**src/rtl/fir_axilite_slave.sv**
```systemverilog
// Purpose : AXI-Lite control/coefficient slave for the FIR engine; owns the tap BRAM port while idle.
// Latency : a write commits one cycle after AW and W are both held; rvalid rises 3 cycles after AR.
// Backpr. : awready/wready stay low while their holding reg is full; rvalid/rdata hold until rready.
module fir_axilite_slave #(
  parameter int pADDR_WIDTH = 12,
  parameter int pDATA_WIDTH = 32
) (
  input  logic                   axis_clk,
  input  logic                   axis_rst,
  input  logic                   awvalid,
  output logic                   awready,
  input  logic [pADDR_WIDTH-1:0] awaddr,
  input  logic                   wvalid,
  output logic                   wready,
  input  logic [pDATA_WIDTH-1:0] wdata,
  input  logic                   arvalid,
  output logic                   arready,
  input  logic [pADDR_WIDTH-1:0] araddr,
  output logic                   rvalid,
  input  logic                   rready,
  output logic [pDATA_WIDTH-1:0] rdata,
  output logic [3:0]             tap_WE,
  output logic                   tap_EN,
  output logic [pDATA_WIDTH-1:0] tap_Di,
  output logic [pADDR_WIDTH-1:0] tap_A,
  input  logic [pDATA_WIDTH-1:0] tap_Do,
  output logic                   ap_start,
  input  logic                   ap_done_in,
  input  logic                   core_tap_EN,
  input  logic [pADDR_WIDTH-1:0] core_tap_A,
  output logic [31:0]            data_length,
  output logic [31:0]            tap_num
);

  localparam logic [pADDR_WIDTH-1:0] ADDR_CTRL = pADDR_WIDTH'(32'h00);
  localparam logic [pADDR_WIDTH-1:0] ADDR_LEN  = pADDR_WIDTH'(32'h10);
  localparam logic [pADDR_WIDTH-1:0] ADDR_TAPS = pADDR_WIDTH'(32'h14);
  localparam logic [pADDR_WIDTH-1:0] TAP_LO    = pADDR_WIDTH'(32'h80);
  localparam logic [pADDR_WIDTH-1:0] TAP_HI    = pADDR_WIDTH'(32'hFF);

  typedef enum logic [1:0] {R_IDLE, R_ISSUE, R_DATA, R_VALID} r_state_t;

  function automatic logic is_tap(input logic [pADDR_WIDTH-1:0] a);
    return (a >= TAP_LO) && (a <= TAP_HI);
  endfunction

  // Write holding registers and control state
  logic                   aw_full;
  logic                   w_full;
  logic [pADDR_WIDTH-1:0] aw_addr_q;
  logic [pDATA_WIDTH-1:0] w_data_q;
  logic                   idle;
  logic                   done;

  // Commit strobes, all qualified by idle except the plain "ignored" cases
  logic commit;
  logic wr_start;
  logic wr_len;
  logic wr_taps;
  logic wr_coef;

  // Read side
  r_state_t               r_state;
  r_state_t               r_state_nxt;
  logic [pADDR_WIDTH-1:0] ar_addr_q;
  logic                   tap_rd_q;      // tap read really went to the BRAM for this access
  logic                   rd_tap_issue;
  logic                   rd_ctrl_ack;
  logic [pDATA_WIDTH-1:0] rd_val;

  assign awready = ~aw_full;
  assign wready  = ~w_full;
  assign arready = (r_state == R_IDLE);
  assign rvalid  = (r_state == R_VALID);

  assign commit   = aw_full & w_full;
  assign wr_start = commit & idle & (aw_addr_q == ADDR_CTRL) & w_data_q[0];
  assign wr_len   = commit & idle & (aw_addr_q == ADDR_LEN);
  assign wr_taps  = commit & idle & (aw_addr_q == ADDR_TAPS);
  assign wr_coef  = commit & idle & is_tap(aw_addr_q);

  assign rd_ctrl_ack = (r_state == R_VALID) & rready & (ar_addr_q == ADDR_CTRL);

  // Capture AW and W independently; both flags drop together after the commit cycle.
  always_ff @(posedge axis_clk) begin
    if (axis_rst) begin
      aw_full   <= 1'b0;
      w_full    <= 1'b0;
      aw_addr_q <= '0;
      w_data_q  <= '0;
    end else if (commit) begin
      aw_full <= 1'b0;
      w_full  <= 1'b0;
    end else begin
      if (awvalid && awready) begin
        aw_full   <= 1'b1;
        aw_addr_q <= awaddr;
      end
      if (wvalid && wready) begin
        w_full   <= 1'b1;
        w_data_q <= wdata;
      end
    end
  end

  // Control registers; a completion pulse overrides a same-cycle done clear.
  always_ff @(posedge axis_clk) begin
    if (axis_rst) begin
      ap_start    <= 1'b0;
      idle        <= 1'b1;
      done        <= 1'b0;
      data_length <= '0;
      tap_num     <= '0;
    end else begin
      ap_start <= wr_start;
      if (wr_len)  data_length <= 32'(w_data_q);
      if (wr_taps) tap_num     <= 32'(w_data_q);
      if (wr_start) begin
        idle <= 1'b0;
        done <= 1'b0;
      end else if (rd_ctrl_ack) begin
        done <= 1'b0;
      end
      if (ap_done_in) begin
        done <= 1'b1;
        idle <= 1'b1;
      end
    end
  end

  // Read FSM next state; a tap read yields the BRAM port to a same-cycle write commit.
  always_comb begin
    r_state_nxt  = r_state;
    rd_tap_issue = 1'b0;
    unique case (r_state)
      R_IDLE: begin
        if (arvalid) r_state_nxt = R_ISSUE;
      end
      R_ISSUE: begin
        if (is_tap(ar_addr_q) && idle) begin
          if (!commit) begin
            rd_tap_issue = 1'b1;
            r_state_nxt  = R_DATA;
          end
        end else begin
          r_state_nxt = R_DATA;
        end
      end
      R_DATA: begin
        r_state_nxt = R_VALID;
      end
      R_VALID: begin
        if (rready) r_state_nxt = R_IDLE;
      end
      default: begin
        r_state_nxt = R_IDLE;
      end
    endcase
  end

  // Read-data select: tap window returns all-ones when the BRAM port belonged to the core.
  always_comb begin
    rd_val = '0;
    if (is_tap(ar_addr_q)) begin
      rd_val = tap_rd_q ? tap_Do : '1;
    end else if (ar_addr_q == ADDR_CTRL) begin
      rd_val = pDATA_WIDTH'({idle, done, ap_start});
    end else if (ar_addr_q == ADDR_LEN) begin
      rd_val = pDATA_WIDTH'(data_length);
    end else if (ar_addr_q == ADDR_TAPS) begin
      rd_val = pDATA_WIDTH'(tap_num);
    end
  end

  // Read FSM state, latched address and captured read data.
  always_ff @(posedge axis_clk) begin
    if (axis_rst) begin
      r_state   <= R_IDLE;
      ar_addr_q <= '0;
      tap_rd_q  <= 1'b0;
      rdata     <= '0;
    end else begin
      r_state <= r_state_nxt;
      if ((r_state == R_IDLE) && arvalid) ar_addr_q <= araddr;
      if (r_state == R_ISSUE)             tap_rd_q  <= rd_tap_issue;
      if (r_state == R_DATA)              rdata     <= rd_val;
    end
  end

  // Tap BRAM port mux: core while busy, otherwise write commit first, then read issue.
  always_comb begin
    tap_EN = 1'b0;
    tap_WE = 4'h0;
    tap_A  = '0;
    tap_Di = '0;
    if (!idle) begin
      tap_EN = core_tap_EN;
      tap_A  = core_tap_A;
    end else if (wr_coef) begin
      tap_EN = 1'b1;
      tap_WE = 4'hF;
      tap_A  = aw_addr_q - TAP_LO;
      tap_Di = w_data_q;
    end else if (rd_tap_issue) begin
      tap_EN = 1'b1;
      tap_A  = ar_addr_q - TAP_LO;
    end
  end

endmodule

```
**config.mk**
```make
export PLATFORM = sky130hd
export DESIGN_NAME = fir_axilite_slave
export DESIGN_NICKNAME = d
export VERILOG_FILES = /design/src/rtl/fir_axilite_slave.sv
export SDC_FILE = /design/constraint.sdc
export NUM_CORES = 1
export LEC_CHECK = 0
export BUFFER_PORTS_ARGS = -buffer_cell sky130_fd_sc_hd__buf_2
export CAP_MARGIN = 0
export CORE_ASPECT_RATIO = 0.9
export CORE_UTILIZATION = 35
export DETAILED_ROUTE_END_ITERATION = 8
export SLEW_MARGIN = 20
export SYNTH_ARGS = -nofsm -noshare
export SYNTH_HDL_FRONTEND = slang
export SYNTH_SLANG_ARGS = --single-unit
```
**constraint.sdc**
```tcl
create_clock -name axis_clk -period 2.6 [get_ports axis_clk]
set_clock_uncertainty 0.15 [all_clocks]
set_input_delay 0.13 -clock axis_clk [delete_from_list [all_inputs] [get_ports axis_clk]]
set_output_delay 0.13 -clock axis_clk [all_outputs]
set_load 0.01 [all_outputs]
```
==> results of run 1 <==
==> worst reg2reg max path, delay by kind of cell (launching register included) <==
kind            cells  cell delay, ns
compound gates      1            0.20
simple gates        3            1.27
flops               1            0.33
==> registers in the layout, summed over array words and instances (netlist names) <==
signal,cells
data_length,32
rdata,32
tap_num,32
w_data_q,32
ar_addr_q,12
aw_addr_q,12
r_state,2
ap_start,1
aw_full,1
done,1
idle,1
tap_rd_q,1
w_full,1
==> cell usage in the layout (no fill, tap or decap), drive strengths merged, types with 6 or more instances in the layout <==
| cell | netlist | layout |
|---|---|---|
| a21oi | 124 | 124 |
| a22oi | 7 | 7 |
| a31oi | 29 | 29 |
| and2 | 35 | 35 |
| buf | 21 | 276 |
| clkbuf | 53 | 25 |
| dfxtp | 160 | 160 |
| dlygate4sd3 | 0 | 100 |
| ha | 6 | 6 |
| inv | 21 | 22 |
| mux2 | 32 | 32 |
| nand2 | 276 | 276 |
| nand3 | 11 | 11 |
| nor2 | 13 | 13 |
| o21ai | 66 | 66 |
==> cells by family after synthesis <==
kind of cell / count (synthesis) / synth area share, %
flops: 160 / 46.1
xor+xnor: 1 / 0.126
simple gates: 369 / 23.6
mux: 32 / 5.19
fa+ha+maj: 6 / 1.08
compound gates: 237 / 18.4
buf+inv: 95 / 5.56
==> metal layers <==
layer,vias to the layer above,wire length (um)
li1,3658,-
met1,3428,11200
met2,301,11200
met3,43,1760
met4,0,644
met5,-,0
==> cells in the mapped netlist (6+ instances only) <==
| cell | instances | area share, % |
|---|---|---|
| clkbuf_1 | 53 | 2.9 |
| ha_1 | 6 | 1.1 |
| nor2_1 | 13 | 0.70 |
| a22oi_1 | 7 | 0.76 |
| nand2_1 | 276 | 15 |
| mux2_2 | 32 | 5.2 |
| and2_1 | 35 | 3.2 |
| dfxtp_1 | 160 | 46 |
| buf_2 | 12 | 0.86 |
| a21oi_1 | 124 | 8.9 |
| o21ai_0 | 66 | 4.8 |
| a31oi_1 | 29 | 2.6 |
| inv_1 | 21 | 1.1 |
| nand3_1 | 11 | 0.79 |
==> repair_timing <==
action	CTS	global route
hold endpoints to repair	90	0
endpoints found under the setup margin	0	4
gates resized for setup	0	2
hold buffers	100	0
==> through the flow <==
stage	cell area (um2)	setup WS [ns]	util, %
after floorplan	6950	0.660	-
after global placement	8410	0.556	43.5
after detailed placement	8410	0.557	43.5
after CTS	10000	0.0973	51.7
after global routing	10000	0.0102	51.8
final	10000	0.0953	51.8
==> how the worst max path moves through the flow <==
stage / end / from / slack (ns) / cells after the start
2_1_floorplan: tap_A[11] / ar_addr_q[8] / 0.66 / 4
6_report: tap_A[9] / ar_addr_q[8] / 0.1 / 5
4_1_cts: tap_A[11] / ar_addr_q[8] / 0.1 / 5
3_5_place_dp: r_state[1] / ar_addr_q[8] / 0.56 / 4
5_1_grt: tap_A[11] / ar_addr_q[8] / 0.01 / 5
3_3_place_gp: tap_A[11] / ar_addr_q[8] / 0.56 / 5
==> area by class of cell <==
type                    count  area (um2)  share of cell area, %
flip-flops and latches    160        3200                   32.0
clock buffers              25         515                   5.15
inverters                  21        78.8                  0.788
repair buffers            376        2450                   24.5
multi-input cells         645        3370                   33.7
well taps                 250         313                   3.13
clock inverters             4        73.8                  0.738
==> power groups by stage <==
stage | registers [mW] | logic, mW | clock network, mW
2_1_floorplan | 2.99 | 0.775 | 0
6_report | 2.94 | 1.46 | 2.54
3_5_place_dp | 2.99 | 1.33 | 0
3_3_place_gp | 2.98 | 1.32 | 0
5_1_grt | 2.98 | 1.61 | 2.69
4_1_cts | 2.94 | 1.45 | 2.59
==> flow_summary.toml, run 1 <==
[pwr]
power.density_mw_per_mm2 = 693
power.clock.fraction_pct = 36.6
combPwrFrac_pct = 21.0
seqPwrFrac_pct = 42.4
cell_internal_pwr_mw = 4.91
peakVddDrop_uv = 442
report.power.total_mw = 6.94
power_switching_share_pct = 29.2
power_leakage_nw = 4.36
switchingPower_mw = 2.03

[grt]
global_route_wire_length_before_repair_mm = 37.6
grt_remaining_overflow = 0
global_route.usage.met1_pct = 32.1
met2_usage_pct = 38.0
maximum_number_of_pins_on_one_net_before_global_route_repair = 77
grt_util_all_layers_pct = 24.2
first_global_vias = 6886
antenna_found_initial = 0
met3_usage_pct = 5.86
grt.busiest_layer = "met2"

[place]
io_buffer_count = 257
final_replace_weighted_congestion = 0.822
post-dp-hpwl_mm = 16.1
post-place-cells = 1352

[cts]
clockRootBuffer = "clkbuf_16"
clock_path_buffers = 2
clock-sinks = 160
clkLatencyLatePin_ns = 0.43
tritoncts_clock_tree = "built"
htreeDepth = 4
post_cts.repair.setup_buffers = 0
number_of_cts_inserted_buffers = 17
clkSlewWorstSetupHoldPaths_ns = 0.06

[critical_path]
cp-end-kind = "output pin"
setup.reg_to_reg.worst_slack_ns = 0.54
critical_path_class = "reg2out"
critical_path.top_delay_family = "simple AND/OR/NAND/NOR gates"
worstPathRequired_ns = 2.32
cp.buffers_inverters = 1
logic_depth_of_the_worst_register_to_register_path = 4
path_cells = "or4_4 -> or3_4 -> o211a_1 -> nor2_2 -> buf_2"
rr_startpoint = "ar_addr_q[8]"
arrival_ns = 2.22
critical_path_peak_fanout = 4
cpMaxStageDelayCell = "or4_4"
start_kind = "flip-flop"
rr_endpoint = "r_state[1]"
timing.critical_path.slowest_cell_delay_ns = 0.57

[route]
via_count = 7430
dr.pass1.iters = 5
drt-total-wl_mm = 24.8
drc = 0
routed_wl_per_cell_um = 16.8
drt-initial-drc-count = 457
antenna_violating_nets_post_route = 0
vias_per_cell = 5.02

[synthesis]
synth_nets = 1014
count_of_warnings_emitted_by_yosys = 0
number_of_synthesized_register_bits = 160
postSynthCellCount = 900
syn-cell-area_mm2 = 0.00695
number_of_synthesized_flops_with_an_enable_pin = 0
synthFlopType = "dfxtp_1"
asyncSetResetFlopFracSynth_pct = 0
netlist-cell-type-count = 43
syn-mean-instance-area_um2 = 7.72
synth_sequential_area_ratio_pct = 46.1

[floorplanning]
initial_utilization_pct = 35.9
floorplan.die_area_mm2 = 0.0204
die_y_um = 136
die_width_um = 151
pin_count = 258
num_rows = 48
design.core.area_mm2 = 0.0193

[timing]
worstMarginPinSlew_ns = 0.941
max_slew_margin_pct = 37.2
finalCriticalPeriod_ns = 2.50
worst_hold_slack_ns = 0.0385
grt_setup_unrepaired = "no"
final_hold_viol_count = 0
final_max_slew_viol_count = 0
totalNegativeSetupSlack_ns = 0
timing.fmax_ghz = 0.399
finalSetupViolations = 0
final.period_utilization_pct = 96.3

[min_path]
min_from = "rready"
whs_path_depth = 4
min-delay-path-class = "in2reg"
endpoint_worst_hold = "r_state[0]"

[final_layout]
areaGrowthSynthToFinish_pct = 44.0
final_layout_size_suffix_gt1_share_pct = 28.2
fillerInstances = 1866
nets = 1335
instances_no_fill = 1481
num_antenna_cells = 0

[run_status]
result_of_the_run = "complete, no violations"

[flow_run]
max_cap_violations = 0
No activity file was read; power rests on OpenSTA's default activity.
==> inputs of run 2 (changes only) <==
CORE_UTILIZATION = 38   (was 35)
==> run 2 against run 1 <==
Net effect: die area shrank 7.8%; critical endpoint unchanged; sequential power is essentially flat; cell count shrank 1.3%; global-route usage grew 0.99 points; highest routed layer unchanged; utilization grew 3.9 points; combinational power is essentially flat; setup slack lost 0.0036 ns; largest power group unchanged; critical path depth is the same.
==> flow_summary.toml, run 2 (synthesized netlist as in run 1, its figures left out) <==
[cts]
clkSlewWorstSetupHoldPaths_ns = 0.06
number_of_cts_inserted_buffers = 17
clock-sinks = 160
clock_path_buffers = 2
clockRootBuffer = "clkbuf_16"
post_cts.repair.setup_buffers = 0
htreeDepth = 4
tritoncts_clock_tree = "built"
clkLatencyLatePin_ns = 0.43

[route]
drt-total-wl_mm = 23.7
routed_wl_per_cell_um = 16.2
antenna_violating_nets_post_route = 0
vias_per_cell = 5.06
dr.pass1.iters = 5
drc = 0
drt-initial-drc-count = 382
via_count = 7405

[timing]
max_slew_margin_pct = 40.9
totalNegativeSetupSlack_ns = 0
timing.fmax_ghz = 0.399
grt_setup_unrepaired = "no"
worstMarginPinSlew_ns = 0.886
setup_slack_ns = 0.0917
final_max_slew_viol_count = 0
final_hold_viol_count = 0
finalSetupViolations = 0
final.period_utilization_pct = 96.5
finalCriticalPeriod_ns = 2.51

[critical_path]
cpMaxStageDelayCell = "or4_4"
arrival_ns = 2.23
timing.critical_path.slowest_cell_delay_ns = 0.58
path_cells = "or4_4 -> or3_4 -> o211a_1 -> nor2_1 -> buf_2"
cp-end-kind = "output pin"
start_kind = "flip-flop"
critical_path_class = "reg2out"
critical_path_peak_fanout = 4
worstPathRequired_ns = 2.32
logic_depth_of_the_worst_register_to_register_path = 4

[min_path]
whs_path_depth = 4
min-delay-path-class = "in2reg"

[floorplanning]
die_width_um = 145
die_y_um = 130
num_rows = 46
floorplan.die_area_mm2 = 0.0188
pin_count = 258
design.core.area_mm2 = 0.0178
initial_utilization_pct = 39.1

[place]
dpl_worst_slack_ns = 0.521
post-dp-hpwl_mm = 15.6
final_replace_weighted_congestion = 0.855
io_buffer_count = 257

[final_layout]
nets = 1323
layout.cells.most_common_list = "nand2_1 (276), buf_2 (256), dfxtp_1 (159)"
layout.cells.most_common = "nand2_1"
areaGrowthSynthToFinish_pct = 42.5
num_antenna_cells = 0
final_layout_size_suffix_gt1_share_pct = 28.2
fillerInstances = 1740

[flow_run]
max_cap_violations = 0

[grt]
grt_remaining_overflow = 0
first_global_vias = 6763
global_route_wire_length_before_repair_mm = 36.1
antenna_found_initial = 0
maximum_number_of_pins_on_one_net_before_global_route_repair = 60
grt_util_all_layers_pct = 25.2

[pwr]
power.density_mw_per_mm2 = 713
combPwrFrac_pct = 20.2
power_switching_share_pct = 28.7
peakVddDrop_uv = 444
cell_internal_pwr_mw = 5.03
switchingPower_mw = 2.02
power.clock.fraction_pct = 38.3
power_leakage_nw = 4.34
seqPwrFrac_pct = 41.5

[run_status]
result_of_the_run = "complete, no violations"
## run 2: cell count changes in the layout (fill, tap and decap cells not counted), sizes merged
cell / change
dlygate4sd3: -11
bufinv: +3
clkbuf: -3
clkinv: +3
buf: -1
clkinvlp: +1
inv: -1
## run 2: final cells by class
type	instances	area, um2	area share, %
clock buffers	22	444	4.49
clock inverters	10	185	1.87
inverters	21	78.8	0.796
multi-input cells	645	3370	34.1
flip-flops and latches	160	3200	32.4
well taps	240	300	3.03
repair buffers	364	2310	23.4
## run 2: per-stage QoR
| step | hold WS (ns) | cell area (um2) | power (mW) | utilization (%) | cells |
|---|---|---|---|---|---|
| after floorplan | 0.0744 | 6950 | 3.77 | - | 900 |
| after global placement | 0.212 | 8380 | 4.28 | 47.1 | 1341 |
| after detailed placement | 0.219 | 8380 | 4.30 | 47.1 | 1341 |
| after CTS | 0.0266 | 9900 | 7.09 | 55.7 | 1462 |
| after global routing | 0.0604 | 9900 | 7.41 | 55.7 | 1462 |
| final | 0.0400 | 9900 | 7.06 | 55.7 | 1462 |
## run 2: timing repair
item / in CTS / in global routing
hold buffers: 89 / 0
endpoints found under the hold margin: 90 / 0
gates resized for setup: 0 / 0
setup endpoints to repair: 0 / 0
## run 2: final timing paths
check	slack [ns]	end	from
max	0.09	tap_A[9]	ar_addr_q[8]
min	0.04	r_state[0]	rready
max reg2reg	0.50	r_state[1]	ar_addr_q[8]
min reg2reg	0.30	aw_addr_q[10]	aw_addr_q[10]
## run 2: metal layers
| layer | vias up | routed length [um] | GRT usage (%) |
|---|---|---|---|
| li1 | 3642 | - | - |
| met1 | 3458 | 10700 | 33.5 |
| met2 | 277 | 10900 | 40.4 |
| met3 | 28 | 1590 | 5.91 |
| met4 | 0 | 439 | 8.11 |
| met5 | - | 0 | 0 |
## run 2: power groups by stage
stage                     Clock (mW)  Sequential, mW  Combinational (mW)
after floorplan                    0            2.99               0.775
after global placement             0            2.97                1.31
after detailed placement           0            2.98                1.32
after CTS                       2.74            2.93                1.43
after global routing            2.84            2.96                1.60
final                           2.70            2.93                1.43
## run 2: worst max-delay path: cells and delay by family, from the launching register on
kind / cells / cell delay, ns
flip-flops: 1 / 0.33
AND/OR/NAND/NOR: 3 / 1.09
AO/OA/AOI/OAI: 1 / 0.25
buffers and inverters: 1 / 0.13
==> inputs of run 3 (changes only) <==
RECOVER_POWER = 25   (was not set)
==> run 3 against run 2 <==
Net effect: sequential share of layout area rose by 0.32 points; clock power barely moved; via count shrank 0.26%; highest routed layer unchanged; combinational power fell by 3%; power decreased by 0.48%; worst hold slack better by 0.0027 ns; cell count unchanged; design area decreased by 0.97%; sequential power hardly changed; maximum frequency is 0.19% higher; non-clock buffer count unchanged.
==> flow_summary.toml, run 3 (synthesized netlist as in run 1, its figures left out) <==
[floorplanning]
num_rows = 46
initial_utilization_pct = 39.1
floorplan.die_area_mm2 = 0.0188
die_y_um = 130
die_width_um = 145
pin_count = 258
design.core.area_mm2 = 0.0178

[route]
drt-initial-drc-count = 434
drt-total-wl_mm = 23.8
via_count = 7386
dr.pass1.iters = 5
drc = 0
antenna_violating_nets_post_route = 0
routed_wl_per_cell_um = 16.3
vias_per_cell = 5.05

[final_layout]
layout.cells.most_common_list = "nand2_1 (276), buf_2 (179), dfxtp_1 (159)"
layout.cells.most_common = "nand2_1"
postLayoutCoreUtil_pct = 55.1
areaGrowthSynthToFinish_pct = 41.1
instances_no_fill = 1462
final_design_area_no_fill_mm2 = 0.00980
final_layout_size_suffix_gt1_share_pct = 21.9
nets = 1323
num_antenna_cells = 0

[grt]
grt_util_all_layers_pct = 25.2
maximum_number_of_pins_on_one_net_before_global_route_repair = 60
global_route_wire_length_before_repair_mm = 36.1
antenna_found_initial = 0
grt_remaining_overflow = 0
first_global_vias = 6763

[flow_run]
max_cap_violations = 0

[pwr]
peakVddDrop_uv = 442
report.power.total_mw = 7.02
power.density_mw_per_mm2 = 716
power_leakage_nw = 4.00

[critical_path]
path_cells = "or4_4 -> or3_4 -> o211a_1 -> nor2_1 -> buf_2"
critical_path_class = "reg2out"
worstPathRequired_ns = 2.32
timing.critical_path.slowest_cell_delay_ns = 0.58
arrival_ns = 2.22
cpMaxStageDelayCell = "or4_4"
cp-end-kind = "output pin"
start_kind = "flip-flop"
critical_path_peak_fanout = 4

[place]
post-dp-hpwl_mm = 15.6
dpl_worst_slack_ns = 0.521
post-place-cells = 1341
io_buffer_count = 257
final_replace_weighted_congestion = 0.855
dpl_cell_area_mm2 = 0.00838

[run_status]
result_of_the_run = "complete, no violations"

[timing]
timing.fmax_ghz = 0.399
worst_hold_slack_ns = 0.0427
max_slew_margin_pct = 42.1
final.period_utilization_pct = 96.3
totalNegativeSetupSlack_ns = 0
final_hold_viol_count = 0
finalCriticalPeriod_ns = 2.50
final_max_slew_viol_count = 0
setup_slack_ns = 0.0963
worstMarginPinSlew_ns = 0.868
finalSetupViolations = 0
grt_setup_unrepaired = "no"

[cts]
htreeDepth = 4
tritoncts_clock_tree = "built"
clkLatencyLatePin_ns = 0.42
clock_path_buffers = 2
number_of_cts_inserted_buffers = 17
clock-sinks = 160
post_cts.resized_instances = 0
clkSlewWorstSetupHoldPaths_ns = 0.06
clockRootBuffer = "clkbuf_16"

[min_path]
min-delay-path-class = "in2reg"
## run 3: changes by cell type in the layout (fill, tap and decap cells not counted)
cell and delta:
buf_2 -77, clkbuf_1 +77
## run 3: layer usage
metal,share of wire (%),GRT usage (%),up-vias
met5,0,0,-
met4,1.7,8.11,0
met3,6.0,5.91,31
met2,47,40.4,263
met1,46,33.5,3450
li1,-,-,3642
## run 3: layout make-up
cell class	count	area [um2]
Inverter	21	78.8
Sequential cell	160	3200
Timing Repair Buffer	364	2220
Multi-Input combinational cell	645	3370
Clock buffer	22	444
Tap cell	240	300
Clock inverter	10	185
Fill cell	1783	7980
## run 3: power breakdown
part	internal (mW)	leakage [nW]	switching (mW)
clock network	1.70	0.302	0.996
registers	2.72	1.30	0.214
logic	0.562	2.40	0.822
## run 3: repair_timing
item	4_1_cts	5_1_grt
setup buffers	0	0
endpoints found under the hold margin	90	0
hold buffers	89	0
## run 3: critical path, delay by kind of cell, from the launching register on
kind,cells,cell delay [ns]
simple gates,3,1.09
flops,1,0.33
compound gates,1,0.25
buf+inv,1,0.13
## run 3: path summary, 6_finish.rpt
path,from,to,slack (ns),cells after the start
min,rready,r_state[0],0.04,4
min reg2reg,aw_addr_q[10],aw_addr_q[10],0.30,2
max reg2reg,ar_addr_q[8],r_state[1],0.48,4
max,ar_addr_q[8],tap_A[9],0.1,5
